File: config.mk
export PLATFORM = sky130hd
export DESIGN_NAME = stopwatch_lap_ctrl
export DESIGN_NICKNAME = d
export VERILOG_FILES = /design/src/rtl/stopwatch_pkg.sv /design/src/rtl/lap_buffer.sv /design/src/rtl/stopwatch_lap_ctrl.sv
export SDC_FILE = /design/constraint.sdc
export NUM_CORES = 1
export LEC_CHECK = 0
export ABC_AREA = 1
export CAP_MARGIN = 20
export CORE_ASPECT_RATIO = 1.75
export CORE_UTILIZATION = 37
export CTS_BUF_LIST = sky130_fd_sc_hd__clkbuf_4 sky130_fd_sc_hd__clkbuf_8
export DETAILED_ROUTE_END_ITERATION = 8
export PLACE_DENSITY_LB_ADDON = 0.3
export SLEW_MARGIN = 15
export SYNTH_ARGS = -nofsm -noshare
export SYNTH_HDL_FRONTEND = slang
export SYNTH_SLANG_ARGS = --single-unit
File: constraint.sdc
create_clock -name clk -period 8.1 [get_ports clk]
set_input_delay 1.62 -clock clk [delete_from_list [all_inputs] [get_ports clk]]
set_output_delay 1.62 -clock clk [all_outputs]
set_load 0.02 [all_outputs]
File: src/rtl/stopwatch_pkg.sv
// Shared stopwatch encodings: control-FSM status values and lap-display states.
package stopwatch_pkg;

    typedef enum logic [1:0] {
        ST_IDLE    = 2'b00,
        ST_RUNNING = 2'b01,
        ST_PAUSED  = 2'b10
    } status_t;

    typedef enum logic [1:0] {
        LV_LIVE   = 2'b00,
        LV_HOLD   = 2'b01,
        LV_BROWSE = 2'b10
    } lap_state_t;

endpackage

File: src/rtl/lap_buffer.sv
// Lap storage: DEPTH x TIME_W registers, one synchronous write port and two
// combinational read ports. Data is deliberately not reset.
module lap_buffer #(
    parameter int TIME_W = 24,
    parameter int DEPTH  = 8,
    parameter int IDX_W  = $clog2(DEPTH)
) (
    input  logic              clk,
    input  logic              we,
    input  logic [IDX_W-1:0]  waddr,
    input  logic [TIME_W-1:0] wdata,
    input  logic [IDX_W-1:0]  raddr_a,
    output logic [TIME_W-1:0] rdata_a,
    input  logic [IDX_W-1:0]  raddr_b,
    output logic [TIME_W-1:0] rdata_b
);

    logic [TIME_W-1:0] mem [DEPTH];

    always_ff @(posedge clk) begin
        if (we) begin
            mem[waddr] <= wdata;
        end
    end

    assign rdata_a = mem[raddr_a];
    assign rdata_b = mem[raddr_b];

endmodule

File: src/rtl/stopwatch_lap_ctrl.sv
// Lap capture and display sequencing (live / held lap / browsed laps).
// Define LAP_SPLIT_EN to display lap splits instead of absolute lap times.
module stopwatch_lap_ctrl
    import stopwatch_pkg::*;
#(
    parameter int TIME_W   = 24,
    parameter int DEPTH    = 8,
    parameter int HOLD_CYC = 4
) (
    input  logic                       clk,
    input  logic                       rst,
    input  logic [1:0]                 status,
    input  logic [TIME_W-1:0]          time_in,
    input  logic                       lap_btn,
    input  logic                       recall_btn,
    input  logic                       clear,
    output logic [TIME_W-1:0]          disp_time,
    output logic                       disp_sel,
    output logic [$clog2(DEPTH)-1:0]   disp_idx,
    output logic [$clog2(DEPTH+1)-1:0] lap_count,
    output logic                       lap_full,
    output logic                       lap_drop
);

    localparam int IDX_W  = $clog2(DEPTH);
    localparam int CNT_W  = $clog2(DEPTH + 1);
    localparam int HOLD_W = (HOLD_CYC > 1) ? $clog2(HOLD_CYC) : 1;
    localparam logic [CNT_W-1:0]  CNT_ONE   = CNT_W'(1);
    localparam logic [CNT_W-1:0]  CNT_FULL  = CNT_W'(DEPTH);
    localparam logic [IDX_W-1:0]  IDX_ONE   = IDX_W'(1);
    localparam logic [HOLD_W-1:0] HOLD_ONE  = HOLD_W'(1);
    localparam logic [HOLD_W-1:0] HOLD_INIT = HOLD_W'(HOLD_CYC - 1);

    lap_state_t        state_reg, state_next;
    logic [HOLD_W-1:0] hold_reg, hold_next;
    logic [TIME_W-1:0] disp_time_reg, disp_time_next;
    logic              disp_sel_reg, disp_sel_next;
    logic [IDX_W-1:0]  disp_idx_reg, disp_idx_next;
    logic [CNT_W-1:0]  lap_count_reg, lap_count_next;
    logic              lap_drop_reg, lap_drop_next;

    logic              running, lap_ok, lap_rej, buf_we;
    logic [CNT_W-1:0]  cnt_m1;
    logic [IDX_W-1:0]  cnt_idx, last_idx, view_idx, prev_idx;
    logic [TIME_W-1:0] rd_a, rd_b, cap_val, view_val;

    assign running  = (status == ST_RUNNING);
    assign lap_ok   = lap_btn && running && (lap_count_reg != CNT_FULL);
    assign lap_rej  = lap_btn && running && (lap_count_reg == CNT_FULL);
    assign buf_we   = lap_ok && !clear;
    assign cnt_m1   = lap_count_reg - CNT_ONE;
    assign cnt_idx  = lap_count_reg[IDX_W-1:0];
    assign last_idx = cnt_m1[IDX_W-1:0];

    // Entry that will be on screen after this edge if we browse; the second
    // port reads its predecessor (or the previous lap when capturing).
    assign view_idx = (state_reg == LV_BROWSE) ? disp_idx_reg + IDX_ONE : '0;
    assign prev_idx = lap_ok ? last_idx : view_idx - IDX_ONE;

    lap_buffer #(
        .TIME_W (TIME_W),
        .DEPTH  (DEPTH),
        .IDX_W  (IDX_W)
    ) u_lap_buffer (
        .clk     (clk),
        .we      (buf_we),
        .waddr   (cnt_idx),
        .wdata   (time_in),
        .raddr_a (view_idx),
        .rdata_a (rd_a),
        .raddr_b (prev_idx),
        .rdata_b (rd_b)
    );

`ifdef LAP_SPLIT_EN
    // The first lap's predecessor is an implicit zero.
    assign cap_val  = time_in - ((lap_count_reg == '0) ? {TIME_W{1'b0}} : rd_b);
    assign view_val = rd_a - ((view_idx == '0) ? {TIME_W{1'b0}} : rd_b);
`else
    logic unused_rd_b;
    assign unused_rd_b = ^rd_b;
    assign cap_val     = time_in;
    assign view_val    = rd_a;
`endif

    always_comb begin
        state_next     = state_reg;
        hold_next      = hold_reg;
        disp_time_next = disp_time_reg;
        disp_sel_next  = disp_sel_reg;
        disp_idx_next  = disp_idx_reg;
        lap_count_next = lap_count_reg;
        lap_drop_next  = 1'b0;
        if (clear) begin
            state_next     = LV_LIVE;
            hold_next      = '0;
            disp_time_next = time_in;
            disp_sel_next  = 1'b0;
            disp_idx_next  = '0;
            lap_count_next = '0;
        end else if (lap_ok) begin
            state_next     = LV_HOLD;
            hold_next      = HOLD_INIT;
            disp_time_next = cap_val;
            disp_sel_next  = 1'b1;
            disp_idx_next  = cnt_idx;
            lap_count_next = lap_count_reg + CNT_ONE;
        end else begin
            lap_drop_next = lap_rej;
            case (state_reg)
                LV_LIVE: begin
                    disp_time_next = time_in;
                    disp_sel_next  = 1'b0;
                    if (recall_btn && !running && (lap_count_reg != '0)) begin
                        state_next     = LV_BROWSE;
                        disp_idx_next  = '0;
                        disp_sel_next  = 1'b1;
                        disp_time_next = view_val;
                    end
                end
                LV_HOLD: begin
                    if (hold_reg == '0) begin
                        state_next     = LV_LIVE;
                        disp_time_next = time_in;
                        disp_sel_next  = 1'b0;
                        disp_idx_next  = '0;
                    end else begin
                        hold_next = hold_reg - HOLD_ONE;
                    end
                end
                LV_BROWSE: begin
                    if (running || (recall_btn && disp_idx_reg == last_idx)) begin
                        state_next     = LV_LIVE;
                        disp_time_next = time_in;
                        disp_sel_next  = 1'b0;
                        disp_idx_next  = '0;
                    end else if (recall_btn) begin
                        disp_idx_next  = view_idx;
                        disp_time_next = view_val;
                    end
                end
                default: state_next = LV_LIVE;
            endcase
        end
    end

    always_ff @(posedge clk or posedge rst) begin
        if (rst) begin
            state_reg     <= LV_LIVE;
            hold_reg      <= '0;
            disp_time_reg <= '0;
            disp_sel_reg  <= 1'b0;
            disp_idx_reg  <= '0;
            lap_count_reg <= '0;
            lap_drop_reg  <= 1'b0;
        end else begin
            state_reg     <= state_next;
            hold_reg      <= hold_next;
            disp_time_reg <= disp_time_next;
            disp_sel_reg  <= disp_sel_next;
            disp_idx_reg  <= disp_idx_next;
            lap_count_reg <= lap_count_next;
            lap_drop_reg  <= lap_drop_next;
        end
    end

    assign disp_time = disp_time_reg;
    assign disp_sel  = disp_sel_reg;
    assign disp_idx  = disp_idx_reg;
    assign lap_count = lap_count_reg;
    assign lap_drop  = lap_drop_reg;
    assign lap_full  = (lap_count_reg == CNT_FULL);

endmodule

Word level (Yosys, flattened, before mapping):

Memory sizes are Yosys's and may differ from the RTL's.
Index checks and enable logic that the tools add are counted.

* register bits: 37
* latch bits: 0
* bits in writable memories: 192
* memory bits (read-only): 0
* output and inout bits: 34
* logic and storage cells: 81
* memories: 1

Memory list
* u_lap_buffer.mem: words 8, bits a word 24, read ports 1, clocked after Yosys merged registers in 0, wr ports 1, line lap_buffer.sv:18 `logic [TIME_W-1:0] mem [DEPTH];`

* $add $sub $neg: 4
* multipliers: 0
* div/mod/pow operators: 0
* magnitude comparators: 0
* eq/ne operators: 11
* shifts and indexed selects: 0
* mux-type cells: 37
* bitwise gates (word level): 0
* reductions and logical operators: 21

Operators by type and width (number)
* two-way mux 24 bit: 6
* case mux 24 bit (3 select lines): 1
* two-way mux 3 bit: 7
* two-way mux 2 bit: 9
* inequality test 4 bit (second input constant): 3
* two-way mux 1 bit: 9
* case mux 3 bit (3 select lines): 1
* AND reduction 3 bit: 3
* two-way mux 4 bit: 2
* logical AND 1 bit: 7
* case mux 2 bit (3 select lines): 1
* inequality test 5 x 4 -> 1 bit (second input constant): 1
* nonzero test 5 bit: 1
* adder 4 x 1 -> 4 bit (second input constant): 1
* equality test 2 x 1 -> 1 bit (second input constant): 2
* equality test 4 bit (second input constant): 1
* zero test 2 bit: 2
* inequality test 4 x 3 -> 1 bit (second input constant): 1
* AND reduction 4 bit: 1
* nonzero test 4 bit: 1
* adder 3 x 1 -> 3 bit (second input constant): 1
* equality test 3 bit: 1
* inequality test 3 bit (second input constant): 1
* case mux 1 bit (3 select lines): 1
* 8 further kinds: 9

Longest topological paths before layout:

* word-level depth: 8
* gate-level depth with buffers: 17
* mapped depth without buffers: 15

Cells and area by module:

A second synthesis with hierarchy kept.

* cell total of the unflattened synthesis: 1868
* area total of the unflattened synthesis: 13772.0 um^2

Modules (own cells, without submodules)
* lap_buffer: instances 1, cells each 1295, area an instance 10306.1 um^2, sequential area each 5765.5 um^2
* stopwatch_lap_ctrl: instances 1, cells each 573, area an instance 3465.8 um^2, sequential area each 925.9 um^2

Least setup slack after synthesis:

OpenSTA, ideal clock, no wires.

* kind: input to register
* from: in status[0]
* to: mem u_lap_buffer.mem[3][0] (enable)
* setup time: 0.435 ns
* arrival time: 4.012 ns
* required time: 7.665 ns
* setup slack: 3.653 ns
* cell stages on the path: 8
* cell sequence: inv_1 nor2_2 nand3_1 nor2_1 inv_1 nor2_1 inv_1 nor3_1

* word-level cells in the longest chain between the ends: 6

RTL lines
* from (decl): line stopwatch_lap_ctrl.sv:12 `input logic [1:0] status,`
* equality test 2 x 1 -> 1 bit: line stopwatch_lap_ctrl.sv:47 `assign running = (status == ST_RUNNING);`
* logical AND 1 bit (2 in series): line stopwatch_lap_ctrl.sv:48 `assign lap_ok = lap_btn && running && (lap_count_reg != CNT_FULL);`
* logical AND 1 bit: line stopwatch_lap_ctrl.sv:50 `assign buf_we = lap_ok && !clear;`
* two-way mux 1 bit: line lap_buffer.sv:21 `if (we) begin`
* two-way mux 1 bit (implied by the code): line lap_buffer.sv:22 `mem[waddr] <= wdata;`
* to (decl): line lap_buffer.sv:18

No other way between the ends.

Worst setup path in the final report:

* from: reg lap_count_reg[1], in the netlist lap_count[1]
* to: out lap_full

* word-level cells in the longest chain between the ends: 1

RTL lines
* from (decl): line stopwatch_lap_ctrl.sv:39 `logic [CNT_W-1:0] lap_count_reg, lap_count_next;`
* from (signal assigned): line stopwatch_lap_ctrl.sv:162 `lap_count_reg <= lap_count_next;`
* equality test 4 bit: line stopwatch_lap_ctrl.sv:172 `assign lap_full = (lap_count_reg == CNT_FULL);`
* to (decl): line stopwatch_lap_ctrl.sv:21 `output logic lap_full,`

No other way between the ends.

==> results.txt <==
Final Cycle Share = 0.496
Most frequent cells in the layout = 440 x nand2_1, 192 x edfxtp_1, 185 x inv_1
Die footprint = 32000 µm²
Initial Util = 0.376
Max-cap viol count = 0
Total CTS buffers = 31
Slew Viols, Final = 0
# fillers = 2967
Final Hold Fails = 0
Initial antenna violation count = 2
Clock slew at reported path FFs = 70 ps
Power Dens Cells = 273 nW/µm²
Final Setup Violations = 0
EDFF count, synth = 192
CP Capture Type = output pin
Synthesis-stage register bit count = 229
Placed inst area = 12500 µm²
Yosys warning total = 0
Hold path startpoint = disp_time[15]$_DFFE_PP0P_
Switching share of power = 0.365
Distinct cells, synth = 35
Crit-path cells = clkinv_1, ha_1, nand2_4, nor2_4, clkdlybuf4s50_1
Logic pwr share = 0.342
Area grow syn2layout = 14.1%
Worst vdd ir = 0.000261 V
Reg2reg start = lap_count[1]$_DFFE_PP0P_
RSZ-0062 raised after global routing = no
Syn_area_per_cell = 8.61 µm²
Cts hold-fix bufs = 0
Final hold slack = 481 ps
CP startpoint kind = flop
Buffers on Ports = 64
I/O pins = 65
Setup Fix Bufs, Post-CTS = 0
Slew headroom = 0.251
Drt first pass iters = 5
Clk sinks = 229
First-pass GRT wire length = 47100 µm
Top_reg_cell synth = edfxtp_1
Layout Utilization = 0.429
Crit-path max FO = 8
Final setup skew = 15.0 ps
Setup TNS = 0 ps
Sequential Power Share = 0.387
Clk Latency, worst-skew pair = 590 ps
Slowest-stage cell, CP = clkdlybuf4s50_1
Total Routing Usage GR = 0.191
Commonest non-fill, non-tap cell in the layout = nand2_1
Total Power = 3.60 mW
Combined buffer and inverter count along the critical path = 2
Total grt overflow = 0
DRC viols = 0
CP required = 6480 ps
Post-route cell area = 13200 µm²
Leak = 5.68 nW
Vias = 8948
Seq/Total Area, Yosys = 0.579
Crit path launch = lap_count[1]$_DFFE_PP0P_
Post-DP HPWL = 17500 µm
Max reg flops = 192
Crit Path Class = reg -> out
Hold crit path type = reg -> reg
WL/cell = 16.5 µm
Status = complete, no violations
P_sw = 1.31 mW
Syn Inst Count = 1342
Largest net degree at the start of global routing = 96
Synth async-reset ratio = 0.162
Actual slew at the worst max-slew pin = 1120 ps
Vias per cell = 4.96
CTS Root Cell = clkbuf_8
Drt first-iter violations = 593
Die W = 136 µm
Die height = 236 µm
Area of the mapped netlist = 11600 µm²
H-tree levels = 1
Final ANT Viol Nets = 0
Internal Power = 2.29 mW
Vias in the first global route = 8740
Final Critical Period = 4020 ps
PostCTS Resize Cnt = 0
FP Rows = 85
Max stage delay on crit path = 630 ps
Max Buffers Root-to-Sink = 3
Share of layout cells above drive strength 1 = 0.0836
Core box area = 30700 µm²
Post-Route WL = 29700 µm
CP arrival = 2400 ps
Syn_nets = 1380
Routability Congestion = 0.833
Crit path max-delay family = buffers and inverters
CTS tree = done
Fmax achieved = 249 MHz
Share of total power in the clock network = 0.271
Nets = 1425
-- final cells by class --
cell class | count | area (µm²) | share of cell area
Antenna cell | 2 | 5.00 | 0.000380
Clock buffer | 44 | 556 | 0.0422
Clock inverter | 14 | 140 | 0.0106
Inverter | 194 | 733 | 0.0556
Multi-Input combinational cell | 849 | 3790 | 0.287
Sequential cell | 229 | 6690 | 0.508
Tap cell | 391 | 489 | 0.0371
Timing Repair Buffer | 82 | 776 | 0.0589
-- per-layer routing --
metal / wire length, µm / GRT usage / vias to the layer above
met4: 940 / 0.0780 / 0
met2: 15200 / 0.337 / 239
met5: 0 / 0 / -
li1: - / - / 4383
met1: 12200 / 0.231 / 4277
met3: 1330 / 0.0239 / 49
-- Yosys cell counts (2+ instances only) --
master,n,area [µm²]
ha_1,7,87.6
nand2_1,440,1650
nor2_4,5,56.3
edfxtp_1,192,5770
a21oi_1,64,320
buf_2,36,180
a21oi_2,16,140
nand3_1,173,866
o21ai_0,6,30.0
nor3_1,4,20.0
nor2_2,4,25.0
clkbuf_1,18,67.6
a31oi_1,4,25.0
inv_2,7,26.3
o21ai_1,2,10.0
nor2_1,109,409
o31ai_1,2,15.0
inv_1,185,694
buf_1,5,18.8
buf_6,5,56.3
dfrtp_1,37,926
nand2_2,4,25.0
buf_4,5,37.5
-- power groups by stage --
stage                     Combinational (mW)  Clock, mW  Sequential, mW
after global placement                  1.22          0            1.42
after floorplan                        0.781          0            1.48
after detailed placement                1.23          0            1.41
final                                   1.23      0.975            1.39
after global routing                    1.38       1.04            1.40
after CTS                               1.24      0.997            1.39
-- worst paths after layout --
kind                                                   to  slack [ps]  depth (start not counted)
worst min-delay path            disp_time[15]$_DFFE_PP0P_         480                          2
min in group asynchronous       disp_time[21]$_DFFE_PP0P_        1440                          3
worst max-delay path                             lap_full        4080                          5
worst max register to register  disp_time[22]$_DFFE_PP0P_        4920                         15
max in group asynchronous              lap_drop$_DFF_PP0_        6300                          3
worst min register to register  disp_time[15]$_DFFE_PP0P_         480                          2
-- cell families after synthesis --
family	after synthesis	synth area share
AOI/OAI and AO/OA	99	0.0500
adders and majority gates	7	0.00758
buffers and inverters	264	0.0959
DFF	229	0.579
and+or+nand+nor	743	0.267
-- per-stage QoR --
stage                     worst slack, ps  std cells
final                                4080       1805
after global placement               4050       1745
after CTS                            4030       1803
after floorplan                      3650       1342
after global routing                 3950       1805
after detailed placement             4030       1745
-- worst reg2reg max path: cells and delay by family (launching register included) --
kind	cells	cell delay (ps)
DFF	1	440
and+or+nand+nor	10	1310
AOI/OAI and AO/OA	1	130
adders and majority gates	1	360
buffers and inverters	3	830
No activity file was read; power rests on OpenSTA's default activity.
